==> src/rtl/seq_pattern_tx.sv <==
// seq_pattern_tx
//   Serial bit-pattern transmitter. Latches a pattern of up to MAX_LEN bits and
//   shifts its active field pattern[len-1:0] out MSB first, one bit per clock.
//   Frames can be repeated (repeat_n, 0 behaves as 1) with an optional idle gap
//   of gap cycles between frames (never after the last one).
//
// Ports
//   clk      : system clock, rising edge
//   reset    : synchronous, active-high reset
//   start    : single-cycle request, sampled only in IDLE
//   pattern  : bits to send, active field pattern[len-1:0]
//   len      : bits per frame (0 = request ignored, > MAX_LEN clamped)
//   repeat_n : frames to send (0 treated as 1)
//   gap      : idle cycles between frames
//   out      : serial data bit (0 outside SEND)
//   valid    : out carries a pattern bit
//   busy     : high from the first bit through the done cycle
//   done     : one-cycle pulse after the last bit of the last frame
//
// All outputs are registers whose values are computed from the next state,
// so they change only on clock edges and never follow the inputs directly.
module seq_pattern_tx #(
   parameter int MAX_LEN = 8,
   parameter int LEN_W   = 4,
   parameter int CNT_W   = 4
) (
   input  logic               clk,
   input  logic               reset,
   input  logic               start,
   input  logic [MAX_LEN-1:0] pattern,
   input  logic [LEN_W-1:0]   len,
   input  logic [CNT_W-1:0]   repeat_n,
   input  logic [CNT_W-1:0]   gap,
   output logic               out,
   output logic               valid,
   output logic               busy,
   output logic               done
);

   typedef enum logic [1:0] {IDLE, SEND, GAP, DONE} state_t;

   localparam logic [LEN_W-1:0] MAX_LEN_L = LEN_W'(MAX_LEN);
   localparam logic [LEN_W-1:0] LEN_ONE   = LEN_W'(1);
   localparam logic [CNT_W-1:0] CNT_ONE   = CNT_W'(1);

   state_t             state_q, state_d;
   logic [MAX_LEN-1:0] pat_q, pat_d;
   logic [LEN_W-1:0]   len_q, len_d;
   logic [LEN_W-1:0]   idx_q, idx_d;
   logic [CNT_W-1:0]   frames_q, frames_d;
   logic [CNT_W-1:0]   gap_q, gap_d;
   logic [CNT_W-1:0]   gcnt_q, gcnt_d;
   logic               out_d, valid_d, busy_d, done_d;
   logic [LEN_W-1:0]   len_eff;

   // Select bit i of p; a shift keeps out-of-range indices well defined.
   function automatic logic bit_at(input logic [MAX_LEN-1:0] p,
                                   input logic [LEN_W-1:0]   i);
      logic [MAX_LEN-1:0] s;
      s = p >> i;
      return s[0];
   endfunction

   always_comb begin
      state_d  = state_q;
      pat_d    = pat_q;
      len_d    = len_q;
      idx_d    = idx_q;
      frames_d = frames_q;
      gap_d    = gap_q;
      gcnt_d   = gcnt_q;
      out_d    = 1'b0;
      valid_d  = 1'b0;
      busy_d   = 1'b0;
      done_d   = 1'b0;
      len_eff  = (len > MAX_LEN_L) ? MAX_LEN_L : len;

      case (state_q)
         IDLE: begin
            if (start && (len != '0)) begin
               pat_d    = pattern;
               len_d    = len_eff;
               frames_d = (repeat_n == '0) ? CNT_ONE : repeat_n;
               gap_d    = gap;
               idx_d    = len_eff - LEN_ONE;
               state_d  = SEND;
               out_d    = bit_at(pattern, len_eff - LEN_ONE);
               valid_d  = 1'b1;
               busy_d   = 1'b1;
            end
         end

         SEND: begin
            busy_d = 1'b1;
            if (idx_q != '0) begin
               idx_d   = idx_q - LEN_ONE;
               out_d   = bit_at(pat_q, idx_q - LEN_ONE);
               valid_d = 1'b1;
            end else if (frames_q > CNT_ONE) begin
               // Bit 0 of a non-final frame: either idle for gap cycles or
               // restart the frame back-to-back with no bubble.
               frames_d = frames_q - CNT_ONE;
               if (gap_q != '0) begin
                  state_d = GAP;
                  gcnt_d  = gap_q;
               end else begin
                  idx_d   = len_q - LEN_ONE;
                  out_d   = bit_at(pat_q, len_q - LEN_ONE);
                  valid_d = 1'b1;
               end
            end else begin
               frames_d = '0;
               state_d  = DONE;
               done_d   = 1'b1;
            end
         end

         GAP: begin
            busy_d = 1'b1;
            // gcnt counts the gap cycles still to be shown, including this one.
            if (gcnt_q == CNT_ONE) begin
               gcnt_d  = '0;
               state_d = SEND;
               idx_d   = len_q - LEN_ONE;
               out_d   = bit_at(pat_q, len_q - LEN_ONE);
               valid_d = 1'b1;
            end else begin
               gcnt_d = gcnt_q - CNT_ONE;
            end
         end

         DONE: begin
            state_d = IDLE;
         end

         default: begin
            state_d = IDLE;
         end
      endcase
   end

   always_ff @(posedge clk) begin
      if (reset) begin
         state_q  <= IDLE;
         pat_q    <= '0;
         len_q    <= '0;
         idx_q    <= '0;
         frames_q <= '0;
         gap_q    <= '0;
         gcnt_q   <= '0;
         out      <= 1'b0;
         valid    <= 1'b0;
         busy     <= 1'b0;
         done     <= 1'b0;
      end else begin
         state_q  <= state_d;
         pat_q    <= pat_d;
         len_q    <= len_d;
         idx_q    <= idx_d;
         frames_q <= frames_d;
         gap_q    <= gap_d;
         gcnt_q   <= gcnt_d;
         out      <= out_d;
         valid    <= valid_d;
         busy     <= busy_d;
         done     <= done_d;
      end
   end

endmodule

==> config.mk <==
export PLATFORM = sky130hd
export DESIGN_NAME = seq_pattern_tx
export DESIGN_NICKNAME = d
export VERILOG_FILES = /design/src/rtl/seq_pattern_tx.sv
export SDC_FILE = /design/constraint.sdc
export NUM_CORES = 1
export LEC_CHECK = 0
export ABC_AREA = 1
export CAP_MARGIN = 5
export CELL_PAD_IN_SITES_DETAIL_PLACEMENT = 1
export CELL_PAD_IN_SITES_GLOBAL_PLACEMENT = 1
export CORE_MARGIN = 1.5
export CORE_UTILIZATION = 42
export DETAILED_ROUTE_END_ITERATION = 7
export GPL_ROUTABILITY_DRIVEN = 0
export PLACE_DENSITY = 0.83
export SLEW_MARGIN = 20
export SYNTH_ARGS = -nofsm -noshare
export SYNTH_HDL_FRONTEND = slang
export SYNTH_SLANG_ARGS = --single-unit
==> constraint.sdc <==
create_clock -name clk -period 2.58 [get_ports clk]
set_input_delay 0.516 -clock clk [delete_from_list [all_inputs] [get_ports clk]]
set_output_delay 0.516 -clock clk [all_outputs]
set_load 0.01 [all_outputs]
# [After elaboration in Yosys (flattened, before gate mapping)]
# Cells that the tools add are included.
[word_totals] mem_count=0 romBits=0 output_inout_bits=4 elab_cells=87 input_bits=23 ff_bits=34 ramBits=0 latch_bits=0
[classes] order_cmp=2 n_mul=0 bitwise=1 n_shift=3 muxes=37 eq_ne=12 n_reduce_logical=16 n_div=0 add_sub_neg=5
[op_table] cell="4-bit 2-to-1 mux" n=14
[op_table] cell="8-bit by 4-bit right shift with 1-bit output" n=3
[op_table] cell="4-bit by 1-bit subtractor with 4-bit output (second input constant)" n=5
[op_table] cell="4-bit one-hot mux with 2 select lines" n=2
[op_table] cell="4-bit one-hot mux with 3 select lines" n=1
[op_table] cell="4-bit nonzero test" n=3
[op_table] cell="1-bit 2-to-1 mux" n=11
[op_table] cell="2-bit 2-to-1 mux" n=5
[op_table] cell="2-bit != test (second input constant)" n=5
[op_table] cell="3-bit != test (second input constant)" n=3
[op_table] cell="2-bit one-hot mux with 4 select lines" n=1
[op_table] cell="4-bit AND reduction" n=2
[op_table] cell="1-bit one-hot mux with 3 select lines" n=2
[op_table] cell="5-bit AND reduction" n=1
[op_table] cell="2-bit equality test (second input constant)" n=2
[op_table] cell="4-bit by 1-bit equality test with 1-bit output (second input constant)" n=1
[op_table] cell="4-bit by 1-bit > comparator with 1-bit output (second input constant)" n=1
[op_table] cell="4-bit > comparator (second input constant)" n=1
[op_table] cell="4-bit logical NOT" n=1
[op_table] cell="2-bit nonzero test" n=2
[op_table] cell="3-bit AND reduction" n=1
[op_table] cell="3-bit nonzero test" n=1
[op_table] cell="3-bit OR reduction" n=1
[op_table] cell="2-bit by 1-bit equality test with 1-bit output (second input constant)" n=1
[op_table] cell="other kinds (6)" n=6

# [Longest topological paths before layout]
[depth] ltp_word=6 depth_mapped=13 ltp_nobuf=12

# [Worst setup path after synthesis]
# Ideal clock, no wire load.
[synth_timing] kind="input port to flip-flop" from="input port len[3]" to="register out" t_required_ps=2510 arrival_time_ps=1516 setup_slack_ps=995 path_stages=10 n_path_buf=0 setup_time_ps=70 cell_sequence="inv_2 nand2_1 ha_1 inv_1 nand3_1 nand3b_1 nand3_1 nand2_1 inv_1 a21oi_1"
[synth_via] elab_chain_cells=6 word_cells_on_any_way=8 cone_classes="add/sub: 1; order compare: 1; shift: 1; mux: 3; reduce/logical: 2"
[synth_rtl] element="start: declaration" line_no="31" text="input logic [LEN_W-1:0] len,"
[synth_rtl] element="4-bit > comparator" line_no="76" text="len_eff = (len > MAX_LEN_L) ? MAX_LEN_L : len;"
[synth_rtl] element="4-bit 2-to-1 mux" line_no="76"
[synth_rtl] element="4-bit by 1-bit subtractor with 4-bit output" line_no="87" text="out_d = bit_at(pattern, len_eff - LEN_ONE);"
[synth_rtl] element="8-bit by 4-bit right shift with 1-bit output" line_no="60" text="s = p >> i;"
[synth_rtl] element="1-bit 2-to-1 mux (*)" line_no="80" text="if (start && (len != '0)) begin"
[synth_rtl] element="1-bit one-hot mux with 3 select lines (*)" line_no="78" text="case (state_q)"
[synth_rtl] element="end signal: assignment" line_no="163" text="out <= out_d;"
[synth_rtl] element="end: declaration" line_no="34" text="output logic out,"
# Mark *: on every way between the ends. The rest lies on a longest branch, timed or not.
# A chain may end at the register's enable or synchronous reset.

# [Final worst setup path]
# Same ends and word-level chain as after synthesis.

==> flow_summary.json <==
{
  "syn_to_final_growth_pct": 18.8,
  "grt_pass1_wl_um": 9750,
  "hold_start": "frames_q[3]$_SDFFE_PP0P_",
  "cts_hold_buffers": 0,
  "overflow": 0,
  "wl_per_cell_um": 14.1,
  "setup_viol": 0,
  "start_util": 0.446,
  "hp-class": "flop to flop",
  "vias_per_cell": 5.13,
  "finalHoldViolations": 0,
  "firstDrtPassIters": 4,
  "numCtsBuffers": 5,
  "dieArea_um2": 5550,
  "relSlewSlack": 0.725,
  "io_buffers": 26,
  "layout.nets": 388,
  "outcome": "finished clean",
  "cts_resized": 0,
  "ys.flop_type": "dfxtp_1",
  "synth-async-reset-ratio": 0,
  "grt_max_degree": 27,
  "reg2reg_to": "out$_SDFF_PP0_",
  "fmax_mhz": 506,
  "arrival_ns": 2.20,
  "drtIter0Drc": 67,
  "ctsRootBufferMaster": "clkbuf_8",
  "dpl.hpwl_um": 4700,
  "dieHeight_um": 74.5,
  "antenna_found_initial": 0,
  "min_period_ns": 1.98,
  "cts_buffer_depth": 2,
  "cp-end-kind": "flop",
  "critPathMaxFanout": 6,
  "layout-drive-gt1-share": 0.0739,
  "finalCritPeriodShare": 0.766,
  "diodes": 0,
  "ir_drop_mv": 0.465,
  "required_ns": 2.80,
  "gr-usage-all-layers": 0.233,
  "grt_pass1_vias": 2099,
  "p_per_area_nw_per_um2": 1100,
  "synth_area_leaders": "dfxtp_1 32%, nand2_1 13%, inv_1 8.2%",
  "yosysWarnings": 0,
  "die_w_um": 74.5,
  "final.setup.tns_ns": 0,
  "core_area_um2": 4820,
  "drc": 0,
  "avgSynthCellArea_um2": 6.65,
  "ant_nets": 0,
  "rsz0062_at_grt": "false",
  "yosysMostFrequentCell": "nand2_1",
  "synth-seq-area-share": 0.317,
  "min_to": "frames_q[3]$_SDFFE_PP0P_",
  "critical_path_class": "input port to flop",
  "clock-sinks": 34,
  "vias": 2151,
  "ctsHtreeMaxLevel": 2,
  "drv_cap": 0,
  "synth-edff-count": 0,
  "synth_cells": 323,
  "hold_slack_ns": 0.478,
  "slew_violations": 0,
  "insertion_delay_ns": 0.29,
  "cts_tree": "yes",
  "dp_cells": 412,
  "final_cells": 419,
  "ys_top_cells_by_count": "75 x nand2_1, 47 x inv_1, 34 x dfxtp_1",
  "yosys.area.top_type_share": 0.317,
  "hold_depth": 2,
  "regToRegSetupSlack_ns": 0.76,
  "num_rows": 25,
  "cts.clk_slew.worst_paths_ns": 0.07,
  "r2r_start": "len_q[0]$_SDFFE_PP0P_",
  "skew_ns": 0.00470,
  "n_fill_cell": 669,
  "io_pins": 27,
  "syn_area_um2": 2150,
  "power_leakage_nw": 1.18,
  "synth_cell_types": 29,
  "synth_fp_nets": 359,
  "rr_worst_depth": 10,
  "cts_setup_buffers": 0,
  "wirelength_um": 5900,
  "worst_slew_pin_slew_ns": 0.413,
  "synth_seq_cells": 34,
  "startpoint_type": "input port",
  "synth_top_cell_by_area": "dfxtp_1"
}
cells in the final DEF, fill, tap and decap left out, types with 2 or more instances in the layout:
master / count
a21oi_1: 28
buf_4: 2
clkbuf_1: 2
clkbuf_8: 5
clkdlybuf4s50_1: 26
dfxtp_1: 34
ha_1: 13
inv_1: 47
inv_2: 5
nand2_1: 75
nand2_2: 4
nand3_1: 25
nand3_2: 2
nand4_1: 5
nor2_1: 25
nor3_1: 2
o211ai_1: 2
o21ai_0: 26
o21ai_2: 3
o22ai_1: 7
xnor2_1: 3
xor2_1: 3
per-layer routing:
metal,GRT usage,share of wire
met1,0.304,0.47
met2,0.390,0.47
met3,0.0352,0.043
met4,0.0828,0.018
met5,0,0
cell families after synthesis:
logic type | after synthesis | share of synthesized area
AND/OR/NAND/NOR | 142 | 0.293
AO/OA/AOI/OAI | 69 | 0.182
adder cells (fa/ha/maj) | 13 | 0.0758
flip-flops | 34 | 0.317
buffers and inverters | 59 | 0.107
XOR/XNOR | 6 | 0.0245
per-stage QoR:
| stage | utilization | area, um^2 | power (W) | worst slack (ns) |
|---|---|---|---|---|
| finish | 0.530 | 2550 | 0.00280 | 0.605 |
| global route | 0.530 | 2550 | 0.00308 | 0.441 |
| CTS | 0.530 | 2550 | 0.00281 | 0.601 |
| detailed placement | 0.514 | 2470 | 0.00243 | 0.303 |
| global placement | 0.514 | 2470 | 0.00237 | 0.376 |
| floorplan | - | 2150 | 0.00201 | 0.995 |
state kept, by name, summed over array words and instances (netlist names):
signal / cells
busy: 1
pat_q: 8
frames_q: 4
out: 1
idx_q: 4
gap_q: 4
len_q: 4
valid: 1
gcnt_q: 4
done: 1
state_q: 2
power breakdown:
| group | leakage, nW | total, W | switching [W] | internal (W) |
|---|---|---|---|---|
| registers | 0.281 | 0.000850 | 0.000140 | 0.000709 |
| clock network | 0.0383 | 0.000376 | 0.000190 | 0.000186 |
| logic | 0.861 | 0.00157 | 0.000978 | 0.000593 |
| total | 1.18 | 0.00280 | 0.00131 | 0.00149 |
layout make-up:
type,instances,area (um^2),share of cell area
Clock buffer,7,76.3,0.0299
Inverter,53,199,0.0780
Multi-Input combinational cell,230,1240,0.485
Sequential cell,34,681,0.267
Tap cell,67,83.8,0.0329
Timing Repair Buffer,28,275,0.108
worst max-delay path, cell delays in order:
cell and delay, ns:
clkdlybuf4s50_1 0.47, inv_2 0.13, nand2_1 0.15, ha_1 0.36
inv_1 0.11, nand3_1 0.09, nand3b_1 0.09, nand3_1 0.07
nand2_1 0.06, inv_1 0.04, a21oi_1 0.12
worst max path at each step:
| stage | slack [ns] | depth (start not counted) | start | to |
|---|---|---|---|---|
| 3_3_place_gp | 0.38 | 11 | len[3] | out$_SDFF_PP0_ |
| 2_1_floorplan | 0.99 | 10 | len[3] | out$_SDFF_PP0_ |
| 5_1_grt | 0.44 | 11 | len[3] | out$_SDFF_PP0_ |
| 3_5_place_dp | 0.30 | 11 | len[3] | out$_SDFF_PP0_ |
| 6_report | 0.60 | 11 | len[3] | out$_SDFF_PP0_ |
| 4_1_cts | 0.60 | 11 | len[3] | out$_SDFF_PP0_ |
Note: power is estimated with default switching activity, not from simulation.
